## src/rtl/ps2_rx_frame.sv

```systemverilog
// PS/2 device-to-host receiver: synchronises and glitch-filters the pins, deframes
// 11-bit frames, checks odd parity and start/stop bits, and aborts stalled frames.
module ps2_rx_frame #(
    parameter int unsigned FILTER_LEN  = 8,
    parameter int unsigned TIMEOUT_CYC = 100000
) (
    input  logic       clk,
    input  logic       reset,
    input  logic       ps2c,
    input  logic       ps2d,
    input  logic       rx_en,
    output logic [7:0] dout,
    output logic       rx_done_tick,
    output logic       parity_err,
    output logic       frame_err
);

    typedef enum logic [1:0] {StIdle, StShift, StDone, StAbort} state_e;

    localparam logic [16:0] TmoLast = 17'(TIMEOUT_CYC - 1);

    state_e                state_q, state_d;
    logic [1:0]            c_sync_q, d_sync_q;
    logic [FILTER_LEN-1:0] filt_sr_q;
    logic                  filt_clk_q, filt_clk_prev_q;
    logic [3:0]            bit_cnt_q, bit_cnt_d;
    logic [16:0]           tmo_q, tmo_d;
    logic [10:0]           frame_q, frame_d, frame_shift;
    logic [7:0]            dout_q, dout_d;
    logic                  perr_q, perr_d, ferr_q, ferr_d;
    logic                  fall, bit_in;

    assign fall        = filt_clk_prev_q & ~filt_clk_q;
    assign bit_in      = d_sync_q[1];
    assign frame_shift = {bit_in, frame_q[10:1]};

    always_ff @(posedge clk) begin
        if (reset) begin
            state_q         <= StIdle;
            c_sync_q        <= 2'b11;
            d_sync_q        <= 2'b11;
            filt_sr_q       <= '1;
            filt_clk_q      <= 1'b1;
            filt_clk_prev_q <= 1'b1;
            bit_cnt_q       <= '0;
            tmo_q           <= '0;
            frame_q         <= '0;
            dout_q          <= '0;
            perr_q          <= 1'b0;
            ferr_q          <= 1'b0;
        end else begin
            state_q         <= state_d;
            c_sync_q        <= {c_sync_q[0], ps2c};
            d_sync_q        <= {d_sync_q[0], ps2d};
            filt_sr_q       <= {filt_sr_q[FILTER_LEN-2:0], c_sync_q[1]};
            if (&filt_sr_q) begin
                filt_clk_q <= 1'b1;
            end else if (~|filt_sr_q) begin
                filt_clk_q <= 1'b0;
            end
            filt_clk_prev_q <= filt_clk_q;
            bit_cnt_q       <= bit_cnt_d;
            tmo_q           <= tmo_d;
            frame_q         <= frame_d;
            dout_q          <= dout_d;
            perr_q          <= perr_d;
            ferr_q          <= ferr_d;
        end
    end

    // Result registers are loaded on entry to DONE/ABORT so they are valid with the strobe.
    always_comb begin
        state_d   = state_q;
        bit_cnt_d = bit_cnt_q;
        tmo_d     = tmo_q;
        frame_d   = frame_q;
        dout_d    = dout_q;
        perr_d    = perr_q;
        ferr_d    = ferr_q;
        unique case (state_q)
            StIdle: begin
                tmo_d = '0;
                if (fall && rx_en) begin
                    frame_d   = {bit_in, 10'b0};
                    bit_cnt_d = 4'd10;
                    state_d   = StShift;
                end
            end
            StShift: begin
                if (fall) begin
                    frame_d   = frame_shift;
                    bit_cnt_d = bit_cnt_q - 4'd1;
                    tmo_d     = '0;
                    if (bit_cnt_q == 4'd1) begin
                        state_d = StDone;
                        dout_d  = frame_shift[8:1];
                        perr_d  = ~^frame_shift[9:1];
                        ferr_d  = frame_shift[0] | ~frame_shift[10];
                    end
                end else if (tmo_q + 17'd1 >= TmoLast) begin
                    tmo_d   = TmoLast;
                    state_d = StAbort;
                    perr_d  = 1'b0;
                    ferr_d  = 1'b1;
                end else begin
                    tmo_d = tmo_q + 17'd1;
                end
            end
            StDone, StAbort: begin
                tmo_d   = '0;
                state_d = StIdle;
            end
            default: state_d = StIdle;
        endcase
    end

    assign dout         = dout_q;
    assign parity_err   = perr_q;
    assign frame_err    = ferr_q;
    assign rx_done_tick = (state_q == StDone) || (state_q == StAbort);

endmodule

```

## config.mk

```make
export PLATFORM = sky130hd
export DESIGN_NAME = ps2_rx_frame
export DESIGN_NICKNAME = d
export VERILOG_FILES = /design/src/rtl/ps2_rx_frame.sv
export SDC_FILE = /design/constraint.sdc
export NUM_CORES = 1
export LEC_CHECK = 0
export ABC_CLOCK_PERIOD_IN_PS = 2200
export BUFFER_PORTS_ARGS = -buffer_cell sky130_fd_sc_hd__buf_2
export CAP_MARGIN = 20
export CELL_PAD_IN_SITES_DETAIL_PLACEMENT = 1
export CELL_PAD_IN_SITES_GLOBAL_PLACEMENT = 2
export CORE_MARGIN = 3
export CORE_UTILIZATION = 34
export CTS_CLUSTER_SIZE = 16
export DETAILED_ROUTE_END_ITERATION = 10
export GPL_TIMING_DRIVEN = 0
export PLACE_DENSITY_LB_ADDON = 0.1
export SETUP_SLACK_MARGIN = 0.2
export SYNTH_ARGS = -nofsm -noshare
export SYNTH_HDL_FRONTEND = slang
export SYNTH_SLANG_ARGS = --single-unit
export TNS_END_PERCENT = 1
```

## constraint.sdc

```tcl
create_clock -name clk -period 2.2 [get_ports clk]
set_input_delay 0.11 -clock clk [delete_from_list [all_inputs] [get_ports clk]]
set_output_delay 0.11 -clock clk [all_outputs]
set_load 0.005 [all_outputs]
```

==> impl_metrics.tcl <==
set metrics [dict create \
    skew_ns 0.00721 \
    drt-initial-drc-count 69 \
    p_per_area_mw_per_mm2 661 \
    dr.pass1.iters 4 \
    clk_pin_slew_ns 0.07 \
    dp_hpwl_um 4320 \
    routed_wirelength_um 6570 \
    maxCapViolCount 0 \
    core-area_mm2 0.00733 \
    vias_per_cell 5.15 \
    ys_seq_area_frac 0.441 \
    area_growth_pct 34.0 \
    power_frac_seq 0.454 \
    crit_path_start_kind "flip-flop" \
    leakagePower_nw 1.33 \
    nFillCells 823 \
    rsz0062_at_grt "yes" \
    arrival_ns 2.29 \
    cpPeakStageDelay_ns 0.39 \
    netlist_instances 285 \
    mostFrequentLayoutCells "dfxtp_1, nor2_1, a21oi_1" \
    cp_data_required_time_ns 2.40 \
    ff2ff_setup_slack_ns 0.11 \
    grt_start_max_net_pins 11 \
    finalCriticalPeriod_ns 2.09 \
    power_frac_comb 0.015 \
    clk_latency_ns 0.35 \
    critPathSlowestCell "dfxtp_4" \
    gp_congestion 0.718 \
    clockBufferDepth 2 \
    setup-tns-final_ns 0 \
    end_kind "flip-flop" \
    power_mw 2.29 \
    rows 31 \
    r2r-start "tmo_q[0]$_SDFF_PP0_" \
    p_sw_mw 0.472 \
    setup_viol 0 \
    avgRoutedWirePerCell_um 15.1 \
    antenna_found_initial 0 \
    cts_tree "yes" \
    critical_path_class "flip-flop to flip-flop" \
    critPathCapture "tmo_q[0]$_SDFF_PP0_" \
    die_y_um 93.2 \
    worstPathCellList "inv_2 -> ha_4 -> nor2_1 -> o211ai_1 -> o22ai_2 -> o2111ai_2 -> a31o_4 -> clkbuf_16 -> a21oi_1" \
    synthArstFlopShare 0 \
    grt_pass1_vias 2331 \
    synthFlopType "dfxtp_1" \
    start_util 0.353 \
    post-route-period-util 0.949 \
    ys_ff_latch 57 \
    grt_pass1_wl_um 11300 \
    drv_slew 0 \
    dr_total_vias 2241 \
    numCtsBuffers 9 \
    groute.usage.overall 0.165 \
    ant_nets 0 \
    power.internal_mw 1.82 \
    hp-class "primary input to flip-flop" \
    cts_sinks 57 \
    synth.cell_area_mm2 0.00259 \
    dieArea_mm2 0.00869 \
    finalHoldViolCount 0 \
    timing.fmax_ghz 0.479 \
    clockPowerShare 0.531 \
    slew_headroom 0.475 \
    peakVddDrop_v 0.000391 \
    syn_nets 294 \
    die_x_um 93.2 \
    nets 340 \
    switching_share 0.206 \
    synth.avg_cell_area_um2 9.07 \
    r2r_end "tmo_q[0]$_SDFF_PP0_" \
    antenna_cells 0 \
    yosys_warnings 0 \
    cp-startpoint "tmo_q[0]$_SDFF_PP0_" \
    status "completed" \
    ys_types 52 \
    grt_overflow_total 0 \
    reg2reg_depth 9 \
    path_max_fanout 7 \
    final_common_cell "dfxtp_1" \
    io_buffer_count 15 \
    drive_gt1_frac 0.321 \
    post-route-drc-count 0 \
    cts_max_level 3 \
    cts_root_buf "clkbuf_8" \
    tightest_slew_ns 0.781 \
    io_pins 16 \
    synth-edff-count 0 \
]
[power groups by stage]
stage,Sequential (mW),Combinational [mW],Clock (mW)
2_1_floorplan,1.06,0.0182,0
3_3_place_gp,1.06,0.0311,0
3_5_place_dp,1.06,0.0317,0
4_1_cts,1.04,0.0355,1.24
5_1_grt,1.04,0.0404,1.29
6_report,1.04,0.0350,1.21
[sequential cells by signal, summed over array words and instances, names as in the netlist]
name / cells
bit_cnt_q: 4
c_sync_q: 2
d_sync_q: 2
dout: 8
filt_clk_prev_q: 1
filt_clk_q: 1
filt_sr_q: 8
frame_err: 1
frame_q: 10
parity_err: 1
state_q: 2
tmo_q: 17
[synthesized netlist by cell type (all sizes together) (2+ instances only)]
master  number  area share
dfxtp       57        0.44
a31o         2      0.0068
nand3       16       0.031
xor2        10       0.034
nor2b        2      0.0048
nand2       22       0.032
ha           4       0.019
and4         3       0.011
o21ai        3      0.0058
nor3b        2      0.0058
clkbuf      11       0.017
nand3b       3      0.0087
and3         7       0.017
inv          4      0.0058
o22ai        2      0.0048
nand4        6       0.020
or2         13       0.031
a211oi       3       0.011
or3          4       0.012
nor3         8       0.015
nor4b        2      0.0068
buf          5      0.0097
o211ai       2      0.0058
nor4         4      0.0097
nand2b       2      0.0048
a21oi       23       0.045
nor2        23       0.033
a221oi       2      0.0068
xnor2       13       0.044
mux2i        9       0.035
o21a         2      0.0058
[cell type report]
| class | count | area, um^2 | share of cell area |
|---|---|---|---|
| Buffer | 16 | 121 | 0.0350 |
| Clock buffer | 13 | 179 | 0.0516 |
| Clock inverter | 3 | 68.8 | 0.0199 |
| Inverter | 4 | 15.0 | 0.00433 |
| Multi-Input combinational cell | 208 | 1540 | 0.445 |
| Sequential cell | 57 | 1150 | 0.333 |
| Tap cell | 99 | 124 | 0.0358 |
| Timing Repair Buffer | 35 | 259 | 0.0748 |
[metrics by stage]
stage / std cells / area (um^2) / setup slack, ns / hold slack (ns) / util
after global routing: 435 / 3460 / -0.0180 / 0.0760 / 0.473
final: 435 / 3460 / 0.112 / 0.0566 / 0.473
after global placement: 399 / 2810 / -0.191 / 0.294 / 0.384
after CTS: 431 / 3350 / 0.105 / 0.0588 / 0.457
after detailed placement: 399 / 2810 / -0.201 / 0.297 / 0.384
after floorplan: 285 / 2610 / 0.128 / 0.214 / -
[critical path: cells and delay by family (launching register included)]
| kind | cells | cell delay, ns |
|---|---|---|
| compound gates | 5 | 1.06 |
| flops | 1 | 0.39 |
| buf+inv | 2 | 0.20 |
| fa+ha+maj | 1 | 0.26 |
| simple gates | 1 | 0.04 |
[timing repair]
item	in CTS	in global routing
pin swaps	9	12
setup endpoints to repair	23	25
buffers inserted	14	3
resized for setup	38	12
cloned	0	1
hold endpoints to repair	2	0
hold buffers	2	0
[cells by family (layout without fill, tap and decap cells)]
family                     count (synthesis)  after routing  share of synthesized area
DFF                                       57             57                      0.441
xor gates and xnor gates                  24             24                     0.0866
AOI/OAI and AO/OA                         48             48                      0.122
buffers and inverters                     20             71                     0.0324
adders and majority gates                  4              4                     0.0194
muxes                                     10             10                     0.0392
and+or+nand+nor                          122            122                      0.259
[how the worst min path moves through the flow]
stage / cells after the start / slack [ns] / start / to
2_1_floorplan: 1 / 0.21 / ps2c / c_sync_q[0]$_SDFF_PP1_
3_3_place_gp: 2 / 0.29 / ps2c / c_sync_q[0]$_SDFF_PP1_
3_5_place_dp: 2 / 0.30 / ps2c / c_sync_q[0]$_SDFF_PP1_
4_1_cts: 2 / 0.06 / reset / filt_sr_q[7]$_SDFF_PP1_
5_1_grt: 2 / 0.08 / reset / filt_sr_q[7]$_SDFF_PP1_
6_report: 2 / 0.06 / reset / filt_sr_q[7]$_SDFF_PP1_
[metal layers]
metal / track usage / vias to the layer above / wire length [um]
met5: 0 / - / 0
met4: 0.0733 / 0 / 131
met3: 0.0338 / 13 / 222
met2: 0.256 / 28 / 2990
met1: 0.221 / 1092 / 3230
li1: - / 1108 / -
No activity file was read; power rests on OpenSTA's default activity.
